--- src/rtl/mem_arb_pkg.sv ---
// Shared types for the instruction/data memory port arbiter.
package mem_arb_pkg;

  typedef enum logic [1:0] {
    IDLE    = 2'd0,
    INSTR   = 2'd1,
    DATA_RD = 2'd2,
    DATA_WR = 2'd3
  } arb_state_e;

  typedef enum logic {
    GRANT_INSTR = 1'b0,
    GRANT_DATA  = 1'b1
  } grant_e;

  localparam logic [3:0] BE_ALL = 4'b1111;

endpackage

--- src/rtl/mem_port_arbiter_watchdog.sv ---
// Saturating stall counter; expired flags when the count reaches LIMIT.
// LIMIT=0 disables the watchdog (expired never asserts).
module arb_watchdog #(
  parameter int unsigned LIMIT = 256
) (
  input  logic clk,
  input  logic reset,
  input  logic inc,
  input  logic clr,
  output logic expired
);

  localparam int unsigned CW = (LIMIT > 0) ? $clog2(LIMIT + 1) : 1;

  logic [CW-1:0] count_r;

  // Stall counter: clear wins over increment, saturates once expired.
  always_ff @(posedge clk) begin
    if (reset || clr) begin
      count_r <= '0;
    end else if (inc && !expired) begin
      count_r <= count_r + CW'(1);
    end else begin
      count_r <= count_r;
    end
  end

  assign expired = (LIMIT != 0) && (count_r == CW'(LIMIT));

endmodule

--- src/rtl/mem_port_arbiter.sv ---
// Shares one Avalon-style memory port between instruction fetch and data
// load/store, one transaction at a time, with a waitrequest watchdog.
module mem_port_arbiter
  import mem_arb_pkg::*;
#(
  parameter bit          DATA_PRIORITY  = 1'b1,
  parameter int unsigned TIMEOUT_CYCLES = 256,
  parameter logic [31:0] ERR_READDATA   = 32'hFFFFFFFF
) (
  input  logic        clk,
  input  logic        reset,
  input  logic        instr_req,
  input  logic [31:0] instr_address,
  output logic [31:0] instr_readdata,
  output logic        instr_ready,
  input  logic        data_read,
  input  logic        data_write,
  input  logic [31:0] data_address,
  input  logic [31:0] data_writedata,
  input  logic [3:0]  data_byteenable,
  output logic [31:0] data_readdata,
  output logic        data_ready,
  output logic [31:0] bus_address,
  output logic        bus_read,
  output logic        bus_write,
  output logic [31:0] bus_writedata,
  output logic [3:0]  bus_byteenable,
  input  logic        bus_waitrequest,
  input  logic [31:0] bus_readdata,
  output logic        busy,
  output logic        bus_error
);

  arb_state_e  state_r, state_next_s;
  grant_e      last_grant_r;
  logic [31:0] addr_r, wdata_r;
  logic [3:0]  be_r;
  logic        bus_error_r;

  logic        data_req_s, grant_data_s;
  logic        active_s, stall_s, done_s, abort_s, expired_s, finish_s;
  logic [31:0] rdata_s;

  assign data_req_s   = data_read | data_write;
  // Round-robin: a tie goes to data unless data was the last side served.
  assign grant_data_s = data_req_s &&
                        (DATA_PRIORITY || !instr_req || (last_grant_r == GRANT_INSTR));
  assign active_s     = (state_r != IDLE);
  assign stall_s      = active_s && bus_waitrequest;
  assign done_s       = active_s && !bus_waitrequest;
  assign abort_s      = stall_s && expired_s;

  // Next-state: arbitrate in IDLE, leave a granted state on completion or abort.
  always_comb begin
    state_next_s = state_r;
    case (state_r)
      IDLE: begin
        if (grant_data_s) begin
          state_next_s = data_write ? DATA_WR : DATA_RD;
        end else if (instr_req) begin
          state_next_s = INSTR;
        end else begin
          state_next_s = IDLE;
        end
      end
      INSTR, DATA_RD, DATA_WR: begin
        if (done_s || abort_s) begin
          state_next_s = IDLE;
        end else begin
          state_next_s = state_r;
        end
      end
      default: state_next_s = IDLE;
    endcase
  end

  // State, grant history, captured request and sticky error.
  always_ff @(posedge clk) begin
    if (reset) begin
      state_r      <= IDLE;
      last_grant_r <= GRANT_INSTR;
      addr_r       <= 32'h0;
      wdata_r      <= 32'h0;
      be_r         <= 4'h0;
      bus_error_r  <= 1'b0;
    end else begin
      state_r <= state_next_s;
      if (abort_s) begin
        bus_error_r <= 1'b1;
      end
      if (!active_s && grant_data_s) begin
        last_grant_r <= GRANT_DATA;
        addr_r       <= data_address;
        wdata_r      <= data_writedata;
        be_r         <= data_byteenable;
      end else if (!active_s && instr_req) begin
        last_grant_r <= GRANT_INSTR;
        addr_r       <= instr_address;
        wdata_r      <= 32'h0;
        be_r         <= BE_ALL;
      end
    end
  end

  arb_watchdog #(
    .LIMIT(TIMEOUT_CYCLES)
  ) u_watchdog (
    .clk    (clk),
    .reset  (reset),
    .inc    (stall_s),
    .clr    (state_next_s == IDLE),
    .expired(expired_s)
  );

  // Bus is driven only from the captured request; IDLE drives all zeros.
  assign busy           = active_s;
  assign bus_read       = (state_r == INSTR) || (state_r == DATA_RD);
  assign bus_write      = (state_r == DATA_WR);
  assign bus_address    = active_s ? addr_r : 32'h0;
  assign bus_writedata  = (state_r == DATA_WR) ? wdata_r : 32'h0;
  assign bus_byteenable = active_s ? be_r : 4'h0;
  assign bus_error      = bus_error_r;

  // A reset in the completing cycle suppresses the ready pulse.
  assign finish_s       = (done_s || abort_s) && !reset;
  assign rdata_s        = abort_s ? ERR_READDATA : bus_readdata;
  assign instr_ready    = finish_s && (state_r == INSTR);
  assign data_ready     = finish_s && ((state_r == DATA_RD) || (state_r == DATA_WR));
  assign instr_readdata = instr_ready ? rdata_s : 32'h0;
  assign data_readdata  = (finish_s && (state_r == DATA_RD)) ? rdata_s : 32'h0;

endmodule

--- config.mk ---
export PLATFORM = sky130hd
export DESIGN_NAME = mem_port_arbiter
export DESIGN_NICKNAME = d
export VERILOG_FILES = /design/src/rtl/mem_arb_pkg.sv /design/src/rtl/mem_port_arbiter_watchdog.sv /design/src/rtl/mem_port_arbiter.sv
export SDC_FILE = /design/constraint.sdc
export NUM_CORES = 1
export LEC_CHECK = 0
export BUFFER_PORTS_ARGS = -buffer_cell sky130_fd_sc_hd__buf_2
export CAP_MARGIN = 10
export CORE_MARGIN = 3
export CORE_UTILIZATION = 39
export CTS_CLUSTER_SIZE = 40
export DETAILED_ROUTE_END_ITERATION = 10
export PLACE_DENSITY = 0.77
export SLEW_MARGIN = 20
export SYNTH_ARGS = -nofsm -noshare
export SYNTH_HDL_FRONTEND = slang
export SYNTH_SLANG_ARGS = --single-unit
--- constraint.sdc ---
create_clock -name clk -period 1.7 [get_ports clk]
set_input_delay 0.085 -clock clk [delete_from_list [all_inputs] [get_ports clk]]
set_output_delay 0.085 -clock clk [all_outputs]
set_load 0.005 [all_outputs]
Word level (Yosys, flattened, before mapping):

Index checks and enable logic that the tools add are counted.

* bits of input ports: 138
* output and inout bits: 138
* word-level logic and storage cells: 52
* register bits after elaboration: 80

* equality and inequality tests: 4
* reductions and logical operators: 23
* bitwise gates (word level): 1
* muxes and demuxes: 17
* $add $sub $neg: 1

Operator list (count)
* two-way mux 32 bit: 9
* two-way mux 4 bit: 3
* logical AND 1 bit: 10
* adder 9 x 1 -> 9 bit (second input constant): 1
* == test 9 bit (second input constant): 1
* == test 2 bit (second input constant): 2
* zero test 1 bit: 4
* zero test 2 bit: 2
* logical OR 1 bit: 4
* two-way mux 2 bit: 2
* case mux 2 bit (2 select lines): 1
* nonzero test 2 bit: 2
* OR reduction 3 bit: 1
* == test 2 x 1 -> 1 bit (second input constant): 1
* two-way mux 1 bit: 2
* bitwise OR 1 bit: 1

Logic depth before layout (Yosys ltp):

Gate-level depths: netlist of run 1.

* depth in word-level cells: 8
* gate-level depth with buffers: 9
* gate-level depth less buffers: 6

By module:

From an unflattened synthesis of run 1, not the netlist that was laid out.

* cell total of the unflattened synthesis: 604
* area total of the unflattened synthesis: 4498.1 um^2

By module, submodules not included
* mem_port_arbiter: instances 1, cells each 551, area each 4043.9 um^2
* arb_watchdog: instances 1, cells each 53, area each 454.2 um^2

Worst setup path after synthesis of run 1:

OpenSTA, ideal clock, no wires.

* kind: reg-to-reg
* from: register state_r[0]
* to: register u_watchdog.count_r[0]
* clock period less this slack: 1.860 ns
* setup time: 0.139 ns
* buffers on the path: 2
* path slack: -0.160 ns
* arrival: 1.721 ns
* cell stages (with the launch flop): 9
* cell sequence: dfxtp_1 inv_1 ha_1 buf_2 o21ai_0 clkbuf_1 nor2_1 a21oi_1 a21oi_1

* longest elaborated chain between the ends: 8
* elaborated cells on any way between the ends: 15
* classes of those cells: eq/ne: 3; mux: 2; reduce/logical: 10

Ends and longest elaborated chain
* start: declaration: line mem_port_arbiter.sv:34 `arb_state_e state_r, state_next_s;`
* start signal: assignment: line mem_port_arbiter.sv:87 `state_r <= state_next_s;`
* nonzero test 2 bit: line mem_port_arbiter.sv:48 `assign active_s = (state_r != IDLE);`
* logical AND 1 bit: line mem_port_arbiter.sv:49 `assign stall_s = active_s && bus_waitrequest;`
* logical AND 1 bit: line mem_port_arbiter.sv:51 `assign abort_s = stall_s && expired_s;`
* logical OR 1 bit: line mem_port_arbiter.sv:67 `if (done_s || abort_s) begin`
* two-way mux 2 bit: line mem_port_arbiter.sv:67
* case mux 2 bit (2 select lines): line mem_port_arbiter.sv:56 `case (state_r)`
* zero test 2 bit: line mem_port_arbiter.sv:111 `.clr (state_next_s == IDLE),`
* logical OR 1 bit: line mem_port_arbiter_watchdog.sv:19 `if (reset || clr) begin`
* end signal: assignment: line mem_port_arbiter_watchdog.sv:22 `count_r <= count_r + CW'(1);`
* end signal: assignment: line mem_port_arbiter_watchdog.sv:24 `count_r <= count_r;`
* end: declaration: line mem_port_arbiter_watchdog.sv:15 `logic [CW-1:0] count_r;`

Parallel ways exist; a longest one is shown, timed or not.
A chain may end at the register's enable or synchronous reset.

Worst setup path after layout of run 1:

* from: register u_watchdog.count_r[0]
* to: output instr_readdata[13]

* longest elaborated chain between the ends: 6
* elaborated cells on any way between the ends: 7
* classes of those cells: eq/ne: 1; mux: 2; reduce/logical: 4

Ends and longest elaborated chain
* == test 9 bit (*): line mem_port_arbiter_watchdog.sv:28 `assign expired = (LIMIT != 0) && (count_r == CW'(LIMIT));`
* logical AND 1 bit (*): line mem_port_arbiter.sv:51
* logical OR 1 bit: line mem_port_arbiter.sv:125 `assign finish_s = (done_s || abort_s) && !reset;`
* logical AND 1 bit: line mem_port_arbiter.sv:125
* logical AND 1 bit: line mem_port_arbiter.sv:127 `assign instr_ready = finish_s && (state_r == INSTR);`
* two-way mux 32 bit (*): line mem_port_arbiter.sv:129 `assign instr_readdata = instr_ready ? rdata_s : 32'h0;`
* end: declaration: line mem_port_arbiter.sv:14 `output logic [31:0] instr_readdata,`

Mark *: on every way between the ends. The rest lies on a longest branch, timed or not.

==> results of run 1 <==
[kinds of logic (layout without fill, tap and decap cells)]
group,count (synthesis),in the layout
xor+xnor,7,7
mux,1,1
flops,80,80
buf+inv,65,388
compound gates,148,148
simple gates,269,269
fa+ha+maj,6,6
[metal layers]
layer / track usage (%) / up-vias
met1: 26.89 / 2524
li1: - / 2605
met3: 5.984 / 30
met4: 7.372 / 0
met5: 0 / -
met2: 42.27 / 235
[power groups by stage]
stage	combinational [W]	clock (W)	sequential (W)
finish	0.00172	0.00194	0.00218
global route	0.00187	0.00206	0.00220
CTS	0.00155	0.00197	0.00217
detailed placement	0.00145	0	0.00221
global placement	0.00144	0	0.00220
floorplan	0.000801	0	0.00219
[critical path: stages (launching register included)]
cell and delay, ns:
dfxtp_2 0.32, inv_2 0.06, ha_4 0.13, nor4b_4 0.24, nand2_2 0.16, a2111oi_4 0.38
buf_6 0.19, clkbuf_16 0.16, o21a_1 0.11, buf_2 0.13
[cell type report]
type	count	share of cell area, %
repair buffers	361	33.76
multi-input cells	431	36.73
clock inverters	6	0.8182
inverters	11	0.5745
clock buffers	10	3.325
flip-flops and latches	80	22.35
well taps	140	2.437
[timing repair]
action,4_1_cts,5_1_grt
buffers inserted,3,7
gates cloned,1,11
gates resized for setup,8,21
pin swaps,1,4
setup endpoints to repair,107,154
hold buffers,30,0
hold endpoints to repair,30,0
[cells in the final DEF (no fill, tap or decap), drive strengths merged]
cell type    instances
a2111oi              3
a21oi               45
a311oi              32
a31oi                1
and2                33
buf                323
bufbuf               1
bufinv               1
clkbuf              17
clkinv               5
dfxtp               80
dlygate4sd3         30
ha                   6
inv                 11
mux2i                1
nand2               99
nand2b               2
nand3               35
nand4                1
nand4b               1
nor2                45
nor2b               37
nor3                12
nor4b                2
o21a                64
o21ai                2
o32a                 1
or4b                 2
xnor2                6
xor2                 1
[final timing paths]
check,start,end,slack [ns],depth (start not counted)
hold reg to reg,wdata_r[12],wdata_r[12],0.46,2
hold / removal,instr_address[1],addr_r[1],0.01,3
setup reg to reg,u_watchdog.count_r[0],u_watchdog.count_r[4],-0.08,10
setup / recovery,u_watchdog.count_r[0],instr_readdata[13],-0.57,9
[metrics by stage]
step,hold WS (ns),total power (W),instance area [um^2],utilization (%),cells
final,0.01005,0.005833,7187,65.44,1039
after global routing,0.004982,0.006136,7187,65.44,1039
after CTS,0.001893,0.005692,6862,62.47,1022
after detailed placement,0.3300,0.003663,6165,56.13,972
after global placement,0.3254,0.003643,6165,56.13,972
after floorplan,0.2210,0.002992,4468,-,576
[state kept, by name (all words and copies together) (netlist names)]
register,cells
u_watchdog.count_r,9
addr_r,32
be_r,4
bus_error,1
state_r,2
wdata_r,32
==> flow_metrics.env, run 1 <==
export IMPL_synth_ff_latch_count=80
export IMPL_synth_area_um2=4425
export IMPL_synth_distinct_cells=31
export IMPL_critPathRequiredTime_ns=1.62
export IMPL_routed_wl_mm=17.02
export IMPL_final_setup_viol_count=77
export IMPL_mappedNetlistNets=720
export IMPL_worst_setup_path_end_kind="primary output"
export IMPL_intPower_w=0.004086
export IMPL_routed_via_density=5.192
export IMPL_clkSinkCount=80
export IMPL_ioPinCount=276
export IMPL_power_net_switching_w=0.001747
export IMPL_dieArea_um2=12660
export IMPL_clk_insertion_delay_late_ns=0.33
export IMPL_timing_fmax_mhz=439.8
export IMPL_wl_met3_mm=1.272
export IMPL_highest_signal_layer="met4"
export IMPL_ys_dominant_reg_cell="dfxtp_1"
export IMPL_post_synth_top_area_fraction_pct=36.19
export IMPL_seq_area_frac_synth_pct=36.19
export IMPL_yosys_cell_count_top_type="nand2_1"
export IMPL_min_period_over_period_pct=133.7
export IMPL_wl_met1_mm=6.571
export IMPL_cp_start_kind="register"
export IMPL_area_share_of_xor_xnor_cells_in_the_synthesized_design_pct=1.385
export IMPL_place_detailed_hpwl_mm=10.48
export IMPL_die_height_um=112.5
export IMPL_clock_transition_time_at_the_flip_flop_clock_pins_of_the_worst_setup_and_hold_paths_ns=0.06
export IMPL_antenna_found_initial=0
export IMPL_grt_start_max_net_pins=39
export IMPL_power_share_clock_pct=33.2
export IMPL_cts_made_buffers=9
export IMPL_grt_util_all_layers_pct=23.37
export IMPL_vias=5394
export IMPL_class_of_the_tightest_hold_or_removal_check="input port to register"
export IMPL_placementRows=38
export IMPL_detail_route_wl_per_cell_um=16.38
export IMPL_post_synth_fa_ha_maj_area_fraction_pct=1.696
export IMPL_grt_pass1_vias=4943
export IMPL_floorplan_initialDensity_pct=40.29
export IMPL_cts_max_level=3
export IMPL_n_fill_cell=907
export IMPL_final_net_count=1038
export IMPL_grt_setup_unrepaired="true"
export IMPL_core_area_um2=10980
export IMPL_synth_edf_count=0
export IMPL_gpl_final_weighted_congestion=0.9153
export IMPL_ant_nets=0
export IMPL_synthTopCellsByCount="nand2_1 (98), dfxtp_1 (80), o21a_1 (64), a21oi_1 (45), nor2_1 (45)"
export IMPL_switching_share_pct=29.96
export IMPL_drv_cap=0
export IMPL_synth_area_leader_cell="dfxtp_1"
export IMPL_die_width_um=112.5
export IMPL_power_static_leakage_nw=3.470
export IMPL_ctsLongestPathBuffers=2
export IMPL_maxSlewHeadroom_pct=73.75
export IMPL_synthCells=576
export IMPL_grt_first_pass_wirelength_mm=24.31
export IMPL_synth_simple_gate_area_share_pct=29.63
export IMPL_synthesis_area_per_instance_um2=7.683
export IMPL_cts_tree="done"
export IMPL_finalWorstSetupSlack_ns=-0.5736
export IMPL_remaining_drc_errors=0
export IMPL_vdd_ir_drop_max_mv=0.5649
export IMPL_root_buffer_master="clkbuf_16"
export IMPL_run_status="complete, but fails checks"
export IMPL_area_delta_synth_final_pct=62.40
export IMPL_timing_max_transition_violations_final=0
export IMPL_timing_worst_setup_path_type="register to primary output"
export IMPL_io_buffers=275
export IMPL_drt_pass1_iter_count=4
export IMPL_failed_checks="setup timing"
export IMPL_critical_path_max_fanout=8
export IMPL_comb_power_share_pct=29.5
export IMPL_power_density_cell_area_nw_per_um2=811.6
export IMPL_seqCellArea_um2=1607
export IMPL_post_synth_main_area_contributors="dfxtp_1 (36%), o21a_1 (11%), nand2_1 (8.3%)"
export IMPL_synth_async_sr_flop_share_pct=0
export IMPL_area_used_by_multi_input_combinational_logic_um2=2640
export IMPL_finClkSkew_ns=0.003731
export IMPL_hold_viol_final=0
export IMPL_arrival_time_of_the_worst_setup_path_ns=2.19
export IMPL_yosys_mux_area_fraction_pct=0.2262
export IMPL_period_minus_slack_ns=2.274
export IMPL_worst_pin_slew_ns=0.3938
export IMPL_ys_warnings_count=0
export IMPL_wl_met2_mm=8.774
export IMPL_layout_drive_gt1_share_pct=41.49
export IMPL_seq_power_share_pct=37.3
export IMPL_synth_top_family_by_area="simple AND/OR/NAND/NOR gates"
export IMPL_drt_first_iter_violations=345
export IMPL_synth_compound_area_share_pct=24.31
export IMPL_dp_worst_setup_slack_ns=-0.1940
export IMPL_totalNegativeSetupSlack_ns=-35.30
export IMPL_grt_ovfl_total=0
export IMPL_diodes=0
No activity file was read; power rests on OpenSTA's default activity.
==> inputs of run 2 (changes only) <==
--- a/config.mk
+++ b/config.mk
@@ -7,11 +7,13 @@
 export LEC_CHECK = 0
 export BUFFER_PORTS_ARGS = -buffer_cell sky130_fd_sc_hd__buf_2
 export CAP_MARGIN = 10
+export CORE_ASPECT_RATIO = 1.5
 export CORE_MARGIN = 3
 export CORE_UTILIZATION = 39
 export CTS_CLUSTER_SIZE = 40
 export DETAILED_ROUTE_END_ITERATION = 10
 export PLACE_DENSITY = 0.77
+export RECOVER_POWER = 100
 export SLEW_MARGIN = 20
 export SYNTH_ARGS = -nofsm -noshare
 export SYNTH_HDL_FRONTEND = slang
==> run 2 against run 1 <==
  * The run still ends with setup timing left
  * Cell count rose by 0.48%
  * Critical endpoint is now data_readdata[16]
  * Critical path depth stayed put
  * Via count up 0.22%
  * Non-clock buffer count decreased by 1
  * Highest routed layer is now met5
  * Largest cell class unchanged
  * Sequential share of layout area rose by 0.63 points
==> flow_metrics.env, run 2 (same netlist as run 1, synthesis figures left out) <==
export IMPL_grt_ovfl_total=0
export IMPL_floorplan_initialDensity_pct=40.03
export IMPL_critical_path_buf_inv_count=4
export IMPL_clock_transition_time_at_the_flip_flop_clock_pins_of_the_worst_setup_and_hold_paths_ns=0.06
export IMPL_hold_viol_final=0
export IMPL_dp_worst_setup_slack_ns=-0.1917
export IMPL_timing_worst_setup_path_type="register to primary output"
export IMPL_cpPeakStageDelay_ns=0.32
export IMPL_place_detailed_hpwl_mm=12.64
export IMPL_maxSlewHeadroom_pct=65.41
export IMPL_class_of_the_tightest_hold_or_removal_check="input port to register"
export IMPL_min_period_over_period_pct=129.5
export IMPL_vias=5406
export IMPL_die_width_um=92.98
export IMPL_grt_start_max_net_pins=48
export IMPL_worst_pin_slew_ns=0.5189
export IMPL_whs_ns=0.007535
export IMPL_finalWorstSetupSlack_ns=-0.5017
export IMPL_power_density_cell_area_nw_per_um2=807.2
export IMPL_layout_cells_most_common_list="buf_2 (273), nand2_1 (97), dfxtp_1 (78)"
export IMPL_ctsLongestPathBuffers=2
export IMPL_clk_insertion_delay_late_ns=0.33
export IMPL_grt_setup_unrepaired="true"
export IMPL_power_static_leakage_nw=3.375
export IMPL_root_buffer_master="clkbuf_16"
export IMPL_placementRows=47
export IMPL_timing_max_transition_violations_final=0
export IMPL_cts_made_buffers=9
export IMPL_failed_checks="setup timing"
export IMPL_grt_pass1_vias=4976
export IMPL_grt_first_pass_wirelength_mm=25.32
export IMPL_ioPinCount=276
export IMPL_timing_fmax_mhz=454.2
export IMPL_cp_start_kind="register"
export IMPL_clkSinkCount=80
export IMPL_finClkSkew_ns=0.009215
export IMPL_mostFrequentLayoutCell="buf_2"
export IMPL_arrival_time_of_the_worst_setup_path_ns=2.12
export IMPL_final_setup_viol_count=96
export IMPL_critical_path_cell_chain="inv_2 -> ha_4 -> nor4b_4 -> nand2_2 -> a2111oi_4 -> buf_6 -> clkbuf_16 -> o21a_1 -> buf_2"
export IMPL_area_delta_synth_final_pct=57.70
export IMPL_critPathRequiredTime_ns=1.62
export IMPL_routed_via_density=5.178
export IMPL_drv_cap=0
export IMPL_final_net_count=1037
export IMPL_grt_util_all_layers_pct=25.72
export IMPL_detail_route_wl_per_cell_um=17.11
export IMPL_io_buffers=275
export IMPL_diodes=0
export IMPL_period_minus_slack_ns=2.202
export IMPL_vdd_ir_drop_max_mv=0.5044
export IMPL_core_area_um2=11060
export IMPL_run_status="complete, but fails checks"
export IMPL_cts_tree="done"
export IMPL_layout_drive_gt1_share_pct=40.25
export IMPL_gpl_final_weighted_congestion=0.9486
export IMPL_die_height_um=136.5
export IMPL_critical_path_slowest_cell="dfxtp_2"
export IMPL_cts_max_level=3
export IMPL_antenna_found_initial=1
export IMPL_drt_first_iter_violations=199
export IMPL_cp_top_family="buffers and inverters"
export IMPL_dieArea_um2=12690
export IMPL_remaining_drc_errors=0
export IMPL_worst_setup_path_end_kind="primary output"
export IMPL_critical_path_max_fanout=8
export IMPL_routed_wl_mm=17.86
export IMPL_top_regs="addr_r x32, wdata_r x32, u_watchdog.count_r x9"
export IMPL_drt_pass1_iter_count=5
export IMPL_ant_nets=0
## run 2: metrics by stage
| stage | utilization, % | setup TNS (ns) | total power [W] | instance area [um^2] | std cells |
|---|---|---|---|---|---|
| floorplan | - | -1.679 | 0.002992 | 4468 | 576 |
| global placement | 56.16 | -6.757 | 0.003679 | 6208 | 987 |
| detailed placement | 56.16 | -9.377 | 0.003702 | 6208 | 987 |
| CTS | 62.29 | -31.97 | 0.005661 | 6887 | 1037 |
| global route | 63.13 | -52.41 | 0.005928 | 6979 | 1044 |
| finish | 63.13 | -31.42 | 0.005634 | 6979 | 1044 |
## run 2: routing by layer
layer	track usage (%)	wire length, um	up-vias
met5	0	13	-
li1	-	-	2596
met4	10.92	574	2
met2	44.33	8810	267
met1	30.23	6981	2497
met3	6.202	1479	44
## run 2: timing repair
action	CTS	global route
hold buffers	33	0
hold endpoints to repair	33	0
pin swaps	2	0
setup endpoints to repair	80	114
gates cloned	1	3
setup buffers	1	4
resized for setup	7	10
## run 2: worst register-to-register path, cell delays in order (launching register included)
cell	delay, ns
dfxtp_2	0.32
inv_2	0.06
ha_4	0.12
or4b_1	0.50
nor3_4	0.19
buf_4	0.17
buf_16	0.16
nor2_1	0.05
nor2_1	0.08
## run 2: final cells by class
type	instances	area, um^2
clock buffers	10	229.0
inverters	11	41.29
multi-input cells	431	2611
well taps	147	183.9
repair buffers	360	2251
flip-flops and latches	80	1604
fillers	1019	4076
clock inverters	5	58.81
## run 2: where the power goes
group | leakage, nW | switching [W] | internal, W | total (W)
registers | 0.661 | 0.0000918 | 0.00208 | 0.00218
clock network | 0.135 | 0.000755 | 0.00113 | 0.00188
logic | 2.58 | 0.000868 | 0.000706 | 0.00157
## run 2: final timing paths
path	start	end	slack (ns)	cells past startpoint
worst max-delay path	u_watchdog.count_r[1]	data_readdata[16]	-0.50	9
worst min register to register	wdata_r[15]	wdata_r[15]	0.46	2
worst min-delay path	data_writedata[11]	wdata_r[11]	0.008	3
worst max register to register	u_watchdog.count_r[1]	bus_error	-0.02	8
==> inputs of run 3 (changes only) <==
--- a/config.mk
+++ b/config.mk
@@ -5,14 +5,14 @@
 export SDC_FILE = /design/constraint.sdc
 export NUM_CORES = 1
 export LEC_CHECK = 0
-export BUFFER_PORTS_ARGS = -buffer_cell sky130_fd_sc_hd__buf_2
+export BUFFER_PORTS_ARGS = -buffer_cell sky130_fd_sc_hd__buf_4
 export CAP_MARGIN = 10
 export CORE_ASPECT_RATIO = 1.5
 export CORE_MARGIN = 3
 export CORE_UTILIZATION = 39
 export CTS_CLUSTER_SIZE = 40
 export DETAILED_ROUTE_END_ITERATION = 10
-export PLACE_DENSITY = 0.77
+export PLACE_DENSITY = 0.86
 export RECOVER_POWER = 100
 export SLEW_MARGIN = 20
 export SYNTH_ARGS = -nofsm -noshare
==> run 3 against run 2 <==
  * The flow still finishes with violations (setup timing)
  * Flip-flop and latch count unchanged
  * Clock power rose by 8%
  * Combinational power increased by 11%
  * Count of clock-buffer cells in the layout stayed put
  * Cell area increased by 9.4%
  * Global-route usage about the same
  * Worst setup slack worse by 0.038 ns
  * Critical path type unchanged
  * Largest cell class is now buffers
  * Highest routed layer is now met4
==> flow_metrics.env, run 3 (same netlist as run 1, synthesis figures left out) <==
export IMPL_ctsLongestPathBuffers=2
export IMPL_finalWorstSetupSlack_ns=-0.5402
export IMPL_layout_drive_gt1_share_pct=40.70
export IMPL_clkSinkCount=80
export IMPL_dp_worst_setup_slack_ns=-0.1825
export IMPL_intPower_w=0.004250
export IMPL_routed_via_density=5.161
export IMPL_power_share_clock_pct=34.2
export IMPL_root_buffer_master="clkbuf_16"
export IMPL_maxSlewHeadroom_pct=73.11
export IMPL_cp_start_kind="register"
export IMPL_clock_transition_time_at_the_flip_flop_clock_pins_of_the_worst_setup_and_hold_paths_ns=0.06
export IMPL_ant_nets=0
export IMPL_hold_viol_final=0
export IMPL_run_status="complete, but fails checks"
export IMPL_dieArea_um2=12690
export IMPL_drt_pass1_iter_count=8
export IMPL_cts_tree="done"
export IMPL_floorplan_initialDensity_pct=40.03
export IMPL_remaining_drc_errors=0
export IMPL_worst_setup_path_end_kind="primary output"
export IMPL_ioPinCount=276
export IMPL_n_fill_cell=843
export IMPL_vias=5311
export IMPL_power_net_switching_w=0.001695
export IMPL_totalNegativeSetupSlack_ns=-42.42
export IMPL_critPathRequiredTime_ns=1.62
export IMPL_gpl_final_weighted_congestion=0.8818
export IMPL_seq_power_share_pct=36.6
export IMPL_worst_pin_slew_ns=0.4033
export IMPL_timing_worst_setup_path_type="register to primary output"
export IMPL_grt_util_all_layers_pct=25.72
export IMPL_layout_cells_most_common_list="buf_4 (301), nand2_1 (98), dfxtp_1 (78)"
export IMPL_grt_setup_unrepaired="true"
export IMPL_finClkSkew_ns=0.006418
export IMPL_grt_ovfl_total=0
export IMPL_timing_max_transition_violations_final=0
export IMPL_detail_route_wl_per_cell_um=17.19
export IMPL_grt_pass1_vias=5013
export IMPL_clk_insertion_delay_late_ns=0.33
export IMPL_comb_power_share_pct=29.2
export IMPL_io_buffers=275
export IMPL_cts_made_buffers=9
export IMPL_arrival_time_of_the_worst_setup_path_ns=2.16
export IMPL_area_delta_synth_final_pct=72.46
export IMPL_period_minus_slack_ns=2.240
export IMPL_diodes=0
export IMPL_fin_util_pct=69.04
export IMPL_top_regs="addr_r x32, wdata_r x32, u_watchdog.count_r x9"
export IMPL_die_height_um=136.5
export IMPL_cts_max_level=3
export IMPL_placementRows=47
export IMPL_failed_checks="setup timing"
export IMPL_power_density_cell_area_nw_per_um2=778.9
export IMPL_timing_fmax_mhz=446.4
export IMPL_power_static_leakage_nw=3.474
export IMPL_core_area_um2=11060
export IMPL_drt_first_iter_violations=197
export IMPL_class_of_the_tightest_hold_or_removal_check="input port to register"
export IMPL_min_period_over_period_pct=131.8
export IMPL_switching_share_pct=28.51
export IMPL_die_width_um=92.98
export IMPL_grt_first_pass_wirelength_mm=25.80
export IMPL_antenna_found_initial=0
export IMPL_drv_cap=0
export IMPL_final_net_count=1023
export IMPL_routed_wl_mm=17.69
export IMPL_final_setup_viol_count=175
export IMPL_grt_start_max_net_pins=39
export IMPL_vdd_ir_drop_max_mv=0.8909
export IMPL_place_detailed_hpwl_mm=12.96
export IMPL_mostFrequentLayoutCell="buf_4"
export IMPL_critical_path_max_fanout=12
## run 3: cell count changes in the layout (fill, tap and decap cells not counted), sizes merged
| cell | before | now |
|---|---|---|
| bufinv | 1 | 2 |
| clkinvlp | 2 | 0 |
| dlygate4sd3 | 33 | 19 |
## run 3: worst max-delay path, stage by stage (launching register included)
cell and delay (ns):
dfxtp_2 0.33, inv_2 0.06, ha_4 0.13, or4b_1 0.52, nor3_4 0.23, buf_12 0.18
buf_4 0.13, o21a_1 0.13, buf_4 0.12
## run 3: area by class of cell
cell class / instances / area, um^2 / share of cell area, %
repair buffers: 346 / 2872 / 37.62
clock buffers: 10 / 239.0 / 3.131
well taps: 147 / 183.9 / 2.410
flip-flops and latches: 80 / 1604 / 21.02
inverters: 11 / 41.29 / 0.5410
clock inverters: 4 / 70.07 / 0.9180
multi-input cells: 431 / 2623 / 34.36
## run 3: timing repair
action,CTS,global route
gates cloned,0,4
pin swaps,1,1
endpoints found under the hold margin,19,0
hold buffers,19,0
setup endpoints to repair,112,147
resized for setup,7,13
setup buffers,1,1
## run 3: layer usage
layer,routed length [um],part of all wire (%),track usage (%)
met1,6638,38,28.69
met2,9306,53,47.05
met3,1368,7.7,6.589
met4,374,2.1,8.476
met5,0,0,0
## run 3: worst paths after layout
| check | start | end | slack, ns | cells after the start |
|---|---|---|---|---|
| hold / removal | data_writedata[16] | wdata_r[16] | 0.005 | 3 |
| setup / recovery | u_watchdog.count_r[1] | instr_readdata[12] | -0.54 | 8 |
| hold reg to reg | wdata_r[31] | wdata_r[31] | 0.46 | 2 |
| setup reg to reg | state_r[1] | addr_r[7] | -0.16 | 7 |
## run 3: power groups by stage
stage | clock network [W] | logic (W) | registers, W
finish | 0.00203 | 0.00174 | 0.00218
global route | 0.00215 | 0.00189 | 0.00220
CTS | 0.00206 | 0.00172 | 0.00217
detailed placement | 0 | 0.00166 | 0.00221
global placement | 0 | 0.00163 | 0.00220
floorplan | 0 | 0.000801 | 0.00219
## run 3: per-stage QoR
step,instances,hold WS [ns],power [W],cell area [um^2]
5_1_grt,1029,0.01080,0.006236,7632
4_1_cts,1024,0.0005541,0.005954,7532
3_5_place_dp,990,0.3418,0.003870,6994
3_3_place_gp,990,0.3324,0.003830,6994
6_report,1029,0.005058,0.005945,7632
2_1_floorplan,576,0.2210,0.002992,4468
